`src/rtl/kamacore_stage_if_if.sv`:
```
// Fetch-stage bundle: instruction-memory request/response, redirect input and the IF/ID output.
// The fetch stage is the master; the memory, the later stages and the decode stage form the slave.
interface kamacore_stage_if_if;
    logic        imem_req_valid;
    logic        imem_req_ready;
    logic [31:0] imem_req_addr;
    logic        imem_rsp_valid;
    logic [31:0] imem_rsp_data;
    logic        redirect_valid;
    logic [31:0] redirect_pc;
    logic        id_ready;
    logic        if_id_valid;
    logic [31:0] if_id_pc;
    logic [31:0] if_id_instruction;

    modport master (
        output imem_req_valid, imem_req_addr, if_id_valid, if_id_pc, if_id_instruction,
        input  imem_req_ready, imem_rsp_valid, imem_rsp_data, redirect_valid, redirect_pc, id_ready
    );
    modport slave (
        input  imem_req_valid, imem_req_addr, if_id_valid, if_id_pc, if_id_instruction,
        output imem_req_ready, imem_rsp_valid, imem_rsp_data, redirect_valid, redirect_pc, id_ready
    );
endinterface

```
`src/rtl/kamacore_stage_if.sv`:
```
// Instruction fetch stage: credit-limited in-order fetcher feeding a small buffer that drives IF/ID.
// Redirects empty the buffer and mark in-flight responses to be dropped as they return.
module kamacore_stage_if #(
    parameter logic [31:0] RESET_PC   = 32'h0000_0000,
    parameter int          FIFO_DEPTH = 2,
    parameter logic [31:0] NOP_INSN   = 32'h0000_0013
) (
    input  logic                clk,
    input  logic                rst,
    kamacore_stage_if_if.master bus
);
    localparam int AW = $clog2(FIFO_DEPTH);
    localparam int CW = AW + 1;
    localparam logic [CW:0] DEPTH_X = (CW+1)'(FIFO_DEPTH);

    typedef enum logic {BOOT, FETCH} state_e;

    state_e        state_q, state_d;
    logic [31:0]   pc_q, pc_d;
    logic [CW-1:0] outstanding_q, outstanding_d;
    logic [CW-1:0] drop_q, drop_d;
    logic [CW-1:0] count_q, count_d;
    logic [AW-1:0] pq_wr_q, pq_wr_d, pq_rd_q, pq_rd_d;
    logic [AW-1:0] bw_q, bw_d, br_q, br_d;
    logic [31:0]   pq_q       [FIFO_DEPTH];
    logic [31:0]   pq_d       [FIFO_DEPTH];
    logic [31:0]   buf_pc_q   [FIFO_DEPTH];
    logic [31:0]   buf_pc_d   [FIFO_DEPTH];
    logic [31:0]   buf_insn_q [FIFO_DEPTH];
    logic [31:0]   buf_insn_d [FIFO_DEPTH];

    logic redir, credit, req_valid, hs, rsp_take, keep, head_valid, pop;

    assign redir      = bus.redirect_valid;
    // Credit counts words in flight plus words buffered, so a response always has a slot.
    assign credit     = ({1'b0, outstanding_q} + {1'b0, count_q}) < DEPTH_X;
    assign req_valid  = (state_q == FETCH) && !redir && credit;
    assign hs         = req_valid && bus.imem_req_ready;
    // Responses with nothing in flight (e.g. stragglers from before a reset) are ignored.
    assign rsp_take   = bus.imem_rsp_valid && (outstanding_q != '0);
    assign keep       = rsp_take && (drop_q == '0) && !redir;
    assign head_valid = (count_q != '0) && !redir;
    assign pop        = head_valid && bus.id_ready;

    assign bus.imem_req_valid    = req_valid;
    assign bus.imem_req_addr     = pc_q;
    assign bus.if_id_valid       = head_valid;
    assign bus.if_id_pc          = head_valid ? buf_pc_q[br_q]   : 32'h0;
    assign bus.if_id_instruction = head_valid ? buf_insn_q[br_q] : NOP_INSN;

    always_comb begin
        state_d       = (state_q == BOOT) ? FETCH : state_q;
        pc_d          = pc_q;
        pq_d          = pq_q;
        pq_wr_d       = pq_wr_q;
        pq_rd_d       = pq_rd_q;
        outstanding_d = outstanding_q + CW'(hs) - CW'(rsp_take);
        drop_d        = drop_q;
        buf_pc_d      = buf_pc_q;
        buf_insn_d    = buf_insn_q;
        bw_d          = bw_q;
        br_d          = br_q;
        count_d       = count_q;

        if (redir)
            pc_d = bus.redirect_pc & ~32'h3;
        else if (hs)
            pc_d = pc_q + 32'd4;

        if (hs) begin
            pq_d[pq_wr_q] = pc_q;
            pq_wr_d       = pq_wr_q + 1'b1;
        end
        if (rsp_take)
            pq_rd_d = pq_rd_q + 1'b1;

        // Everything still in flight after this cycle belongs to the abandoned path.
        if (redir)
            drop_d = outstanding_q - CW'(rsp_take);
        else if (rsp_take && (drop_q != '0))
            drop_d = drop_q - 1'b1;

        if (redir) begin
            bw_d    = '0;
            br_d    = '0;
            count_d = '0;
        end else begin
            if (keep) begin
                buf_pc_d[bw_q]   = pq_q[pq_rd_q];
                buf_insn_d[bw_q] = bus.imem_rsp_data;
                bw_d             = bw_q + 1'b1;
            end
            if (pop)
                br_d = br_q + 1'b1;
            count_d = count_q + CW'(keep) - CW'(pop);
        end
    end

    always_ff @(posedge clk) begin
        pq_q       <= pq_d;
        buf_pc_q   <= buf_pc_d;
        buf_insn_q <= buf_insn_d;
        if (!rst) begin
            state_q       <= BOOT;
            pc_q          <= RESET_PC;
            outstanding_q <= '0;
            drop_q        <= '0;
            count_q       <= '0;
            pq_wr_q       <= '0;
            pq_rd_q       <= '0;
            bw_q          <= '0;
            br_q          <= '0;
        end else begin
            state_q       <= state_d;
            pc_q          <= pc_d;
            outstanding_q <= outstanding_d;
            drop_q        <= drop_d;
            count_q       <= count_d;
            pq_wr_q       <= pq_wr_d;
            pq_rd_q       <= pq_rd_d;
            bw_q          <= bw_d;
            br_q          <= br_d;
        end
    end
endmodule

```
`src/flat_wrapper.sv`:
```
// flat-port wrapper written by rule: the top's interface ports become plain ports
module kamacore_stage_if_flat 
#(
    parameter logic [31:0] RESET_PC   = 32'h0000_0000,
    parameter int          FIFO_DEPTH = 2,
    parameter logic [31:0] NOP_INSN   = 32'h0000_0013
)
  (clk, rst, bus_imem_req_valid, bus_imem_req_addr, bus_if_id_valid, bus_if_id_pc, bus_if_id_instruction, bus_imem_req_ready, bus_imem_rsp_valid, bus_imem_rsp_data, bus_redirect_valid, bus_redirect_pc, bus_id_ready);
  kamacore_stage_if_if bus_i ();
  input  logic clk;
  input  logic rst;
  output wire logic [$bits(bus_i.imem_req_valid)-1:0] bus_imem_req_valid;
  output wire logic [$bits(bus_i.imem_req_addr)-1:0] bus_imem_req_addr;
  output wire logic [$bits(bus_i.if_id_valid)-1:0] bus_if_id_valid;
  output wire logic [$bits(bus_i.if_id_pc)-1:0] bus_if_id_pc;
  output wire logic [$bits(bus_i.if_id_instruction)-1:0] bus_if_id_instruction;
  input wire logic [$bits(bus_i.imem_req_ready)-1:0] bus_imem_req_ready;
  input wire logic [$bits(bus_i.imem_rsp_valid)-1:0] bus_imem_rsp_valid;
  input wire logic [$bits(bus_i.imem_rsp_data)-1:0] bus_imem_rsp_data;
  input wire logic [$bits(bus_i.redirect_valid)-1:0] bus_redirect_valid;
  input wire logic [$bits(bus_i.redirect_pc)-1:0] bus_redirect_pc;
  input wire logic [$bits(bus_i.id_ready)-1:0] bus_id_ready;
  assign bus_imem_req_valid = bus_i.imem_req_valid;
  assign bus_imem_req_addr = bus_i.imem_req_addr;
  assign bus_if_id_valid = bus_i.if_id_valid;
  assign bus_if_id_pc = bus_i.if_id_pc;
  assign bus_if_id_instruction = bus_i.if_id_instruction;
  assign bus_i.imem_req_ready = bus_imem_req_ready;
  assign bus_i.imem_rsp_valid = bus_imem_rsp_valid;
  assign bus_i.imem_rsp_data = bus_imem_rsp_data;
  assign bus_i.redirect_valid = bus_redirect_valid;
  assign bus_i.redirect_pc = bus_redirect_pc;
  assign bus_i.id_ready = bus_id_ready;
  kamacore_stage_if #(.RESET_PC(RESET_PC), .FIFO_DEPTH(FIFO_DEPTH), .NOP_INSN(NOP_INSN)) u_core (.clk(clk), .rst(rst), .bus(bus_i));
endmodule
```
`config.mk`:
```
export PLATFORM = sky130hd
export DESIGN_NAME = kamacore_stage_if_flat
export DESIGN_NICKNAME = d
export VERILOG_FILES = /design/src/rtl/kamacore_stage_if_if.sv /design/src/rtl/kamacore_stage_if.sv /design/src/flat_wrapper.sv
export SDC_FILE = /design/constraint.sdc
export NUM_CORES = 1
export LEC_CHECK = 0
export BUFFER_PORTS_ARGS = -buffer_cell sky130_fd_sc_hd__buf_4
export CAP_MARGIN = 30
export CORE_ASPECT_RATIO = 1.2
export CORE_MARGIN = 1
export CORE_UTILIZATION = 30
export CTS_CLUSTER_SIZE = 40
export DETAILED_ROUTE_END_ITERATION = 10
export PLACE_DENSITY = 0.47
export SLEW_MARGIN = 5
export SYNTH_ARGS = -nofsm -noshare
export SYNTH_HDL_FRONTEND = slang
export SYNTH_SLANG_ARGS = --single-unit
```
`constraint.sdc`:
```
create_clock -name clk -period 8.56 [get_ports clk]
set_clock_uncertainty 0.05 [all_clocks]
set_input_delay 1.712 -clock clk [delete_from_list [all_inputs] [get_ports clk]]
set_output_delay 1.712 -clock clk [all_outputs]
set_load 0.01 [all_outputs]
```
After elaboration in Yosys (flattened, before gate mapping)
Index checks and enable logic that the tools add are counted.
Storage, ports and cells
  input port bits: 70
  word-level logic and storage cells: 84
  output and inout port bits: 98
  flip-flop bits (word level): 235
Operators by class
  bitwise gates (word level): 6
  $add $sub $neg: 12
  $lt $le $gt $ge: 7
  muxes and demuxes: 23
  reductions and logical operators: 20
Operators by type and width (number)
  $mux 32: 15
  $bwmux 64: 3
  $demux 32 s1: 2
  $add 32x3->32 const B: 1
  $logic_and 1x1->1: 11
  $reduce_bool 2->1: 5
  $ge 2x2->1 const B: 4
  $not 1->2: 4
  $sub 2x1->2: 3
  $add 1x1->1 const B: 4
  $add 2x1->2: 2
  $lt 2x1->1 const B: 2
  $mux 2: 2
  $add 2x2->3: 1
  $lt 3x2->1 const B: 1
  $logic_not 2->1: 1
  $not 1->1: 2
  $reduce_and 2->1: 1
  $reduce_or 2->1: 1
  $sub 2x1->2 const B: 1
  $logic_not 1->1: 1
  $mux 1: 1

Depth between registers and ports, before layout
  depth after elaboration: 6
  mapped depth: 11
  gate-level depth less buffers: 10

Worst setup path after synthesis
No wires, ideal clock.
  kind: input -> register
  start: input port bus_imem_rsp_valid
  end: register u_core.buf_insn_q[32] (netlist name), enable pin
  library setup time: 490 ps
  slack: 2945 ps
  arrival: 5075 ps
  stages on the path: 3
  buffers on the path: 0
  cell sequence: o21ai_1 -> nor3b_1 -> nor2b_1
On the way
  longest elaborated chain between the ends: 4
RTL lines
  from (decl): line flat_wrapper.sv:18  | input wire logic [$bits(bus_i.imem_rsp_valid)-1:0] bus_imem_rsp_valid;
  $logic_and 1x1->1: line kamacore_stage_if.sv:40  | assign rsp_take = bus.imem_rsp_valid && (outstanding_q != '0);
  $logic_and 1x1->1 (2 in series): line kamacore_stage_if.sv:41  | assign keep = rsp_take && (drop_q == '0) && !redir;
  named net u_core.keep: line kamacore_stage_if.sv:32  | logic redir, credit, req_valid, hs, rsp_take, keep, head_valid, pop;
  $reduce_and 2->1 (no source line)
  to (signal assigned): line kamacore_stage_if.sv:102  | buf_insn_q <= buf_insn_d;
  to (decl): line kamacore_stage_if.sv:29  | logic [31:0] buf_insn_q [FIFO_DEPTH];
The timed path passes the listed nets, and every way through them passes these cells.
A chain may end at the register's enable or synchronous reset.

Final worst setup path
  start: input port bus_redirect_valid
  end: output port bus_if_id_instruction[4]
On the way
  longest elaborated chain between the ends: 3
RTL lines
  from (decl): line flat_wrapper.sv:20  | input wire logic [$bits(bus_i.redirect_valid)-1:0] bus_redirect_valid;
  $logic_not 1->1: line kamacore_stage_if.sv:42  | assign head_valid = (count_q != '0) && !redir;
  $logic_and 1x1->1: line kamacore_stage_if.sv:42
  $mux 32: line kamacore_stage_if.sv:49  | assign bus.if_id_instruction = head_valid ? buf_insn_q[br_q] : NOP_INSN;
  to (decl): line flat_wrapper.sv:16  | output wire logic [$bits(bus_i.if_id_instruction)-1:0] bus_if_id_instruction;
Every way passes these cells.

==> out/summary.txt <==
worst slew pin tran = 0.9274 ns
share of cells above drive strength 1 = 29.59%
total track usage = 13.84%
complex-gate fraction of the synthesized area = 5.577%
# DRC = 0
CTS root buf = clkbuf_16
final core utilization = 38.22%
PwrDens = 213.7 nW/um^2
Slew HR = 38.17%
fillers = 2959
Clk Latency, worst-skew pair = 0.52 ns
max-cap violation count = 0
endpoints failing hold = 0
Initial Util = 30.49%
fin nets = 896
Die Height = 194.5 um
clk slew on worst S/H paths = 0.06 ns
Mean Syn Cell Area = 14.04 sq um
Unique masters post-synth = 58
largest net degree at the start of global routing = 61
GRT overflow = 0
Die Width = 162.4 um
Diodes inserted = 0
Setup Fix Bufs, Post-CTS = 0
I/O Buffers = 161
final wirelength = 21920 um
DR WL/cell = 17.77 um
CP max FO = 60
synthesized area = 9266 sq um
DPL Wire Length = 13920 um
Lkg Pwr = 4.038 nW
CP Class = in2out
Synth Area in Simple Gates = 10.61%
VDD IR max = 0.1095 mV
register bit total from synthesis = 225
Finished Cell Area = 11620 sq um
synthesis warning total = 0
Crit. End Element = output pin
synthesized instance count = 660
Post-synth EDFFs = 184
Layout area overhead = 25.36%
setup_tns = 0 ns
mux cell area share after synthesis = 10.56%
die area = 31600 sq um
Placed Instances = 1189
CTS Hold Buffers Added = 0
Rows = 70
vias per inst = 4.759
Synth area leaders = edfxtp_1 60%, dfxtp_1 8.9%, mux2i_1 6.9%
crit path launch type = input port
Vias = 5872
fmax = 0.1953 GHz
Data required, critical path = 6.80 ns
adder-cell share of the synthesized area = 0.8912%
CTS-repair resized insts = 0
Top FF cell, synth = edfxtp_1
Post-DRT Antenna Nets = 0
top cell type's share of synthesized area = 59.63%
Final Non-Filler Cells = 1234
Tightest Hold Check Type = reg2reg
first-pass GRT wire length = 33680 um
XOR/XNOR share of the synthesized area = 1.418%
drt first pass iters = 4
H-tree depth = 1
max-slew violations = 0
post-synth top area cell = edfxtp_1
CTS sink count = 225
sequential share of the synthesized area = 68.49%
final setup vio count = 0
RSZ-0062 raised after global routing = false
Post-Place Cell Area = 10890 sq um
commonest cells after routing, fill and taps aside = 184 x edfxtp_1, 168 x buf_4, 73 x nor2_1, 64 x mux2i_1, 39 x dfxtp_1
status = finished clean
CTS tree = built
CTS Buf Count = 25
crit path DAT = 3.36 ns
post-route clock period utilization = 59.82%
vias in the first global route = 5783
main combinational cell family by area after synthesis = simple AND/OR/NAND/NOR gates
worst-case clock buffer depth = 3
commonest non-fill, non-tap cell in the layout = edfxtp_1
initial antenna violation count = 0
Period minus WS final = 5.121 ns
FFs w/ async S/R, synth = 0%
gpl congestion = 0.7867
Core ar. = 30390 sq um
initial detailed-routing violation count = 297
I/O pins = 168
[logic make-up (layout without fill, tap and decap cells)]
group,Yosys count,after routing
flip-flops,225,225
AND/OR/NAND/NOR,193,193
multiplexers,94,94
AO/OA/AOI/OAI,76,76
buffers and inverters,50,225
XOR/XNOR,15,15
adder cells (fa/ha/maj),6,6
other,1,4
[sequential cells by signal (all words and copies together) (netlist names)]
register	cells
u_core.state_q	1
u_core.buf_insn_q	64
u_core.pq_wr_q	1
u_core.bus.imem_req_addr	30
u_core.pq_rd_q	1
u_core.br_q	1
u_core.outstanding_q	2
u_core.pq_q	60
u_core.count_q	2
u_core.bw_q	1
u_core.buf_pc_q	60
u_core.drop_q	2
[area by class of cell]
type	instances	area, sq um	area share (%)
timing repair buffer	168	1261	10.86
sequential	225	6351	54.67
tap	396	495.5	4.265
clock buffer	31	648.1	5.580
clock inverter	14	78.83	0.6786
multi-input combinational	388	2731	23.51
inverter	12	50.05	0.4309
[routing by layer]
metal	vias to the layer above	global-route usage, %	wire length (um)
li1	2821	-	-
met4	0	4.927	580
met1	2811	18.25	9601
met3	36	2.497	1510
met2	204	22.62	10230
met5	-	0	0
[synth_stat cells, types with 7 or more instances]
master    count
edfxtp_1    184
nor2_1       74
mux2i_1      64
dfxtp_1      41
nand2_1      33
mux2_2       30
clkbuf_1     21
o21ai_0      16
nand4_1      12
nand3_1      11
nor3_1       11
a21oi_1      10
a31oi_1      10
buf_1        10
inv_1        10
o211ai_1     10
xor2_1        9
and3_1        8
or4_1         7
[where the power goes]
group / internal, W / switching, W / leakage (nW)
clock network: 0.000538 / 0.000420 / 0.361
logic: 0.000111 / 0.000110 / 1.66
registers: 0.00125 / 0.0000537 / 2.01
total: 0.00190 / 0.000583 / 4.04
[final timing paths]
path              cells after the start                          from  slack (ns)                           end
setup reg to reg                      7             u_core.count_q[0]        5.23  u_core.bus.imem_req_addr[21]
setup / recovery                      7            bus_redirect_valid        3.44      bus_if_id_instruction[4]
hold / removal                        0  u_core.bus.imem_req_addr[30]        0.50               u_core.pq_q[62]
hold reg to reg                       0  u_core.bus.imem_req_addr[30]        0.50               u_core.pq_q[62]
[critical path, stage by stage]
cell and delay [ns]:
buf_4 0.29, clkinv_1 0.20, o21ai_4 0.08, buf_4 0.54, inv_1 0.26, nand2_1 0.12
buf_4 0.12
[through the flow]
step	hold WS [ns]	power (W)	worst slack (ns)
6_report	0.5022	0.002482	3.439
5_1_grt	0.5219	0.002588	3.210
4_1_cts	0.5070	0.002519	3.328
3_5_place_dp	0.4888	0.001550	3.333
3_3_place_gp	0.4848	0.001548	3.338
2_1_floorplan	0.4483	0.001450	2.945
Note: power is estimated with default switching activity, not from simulation.
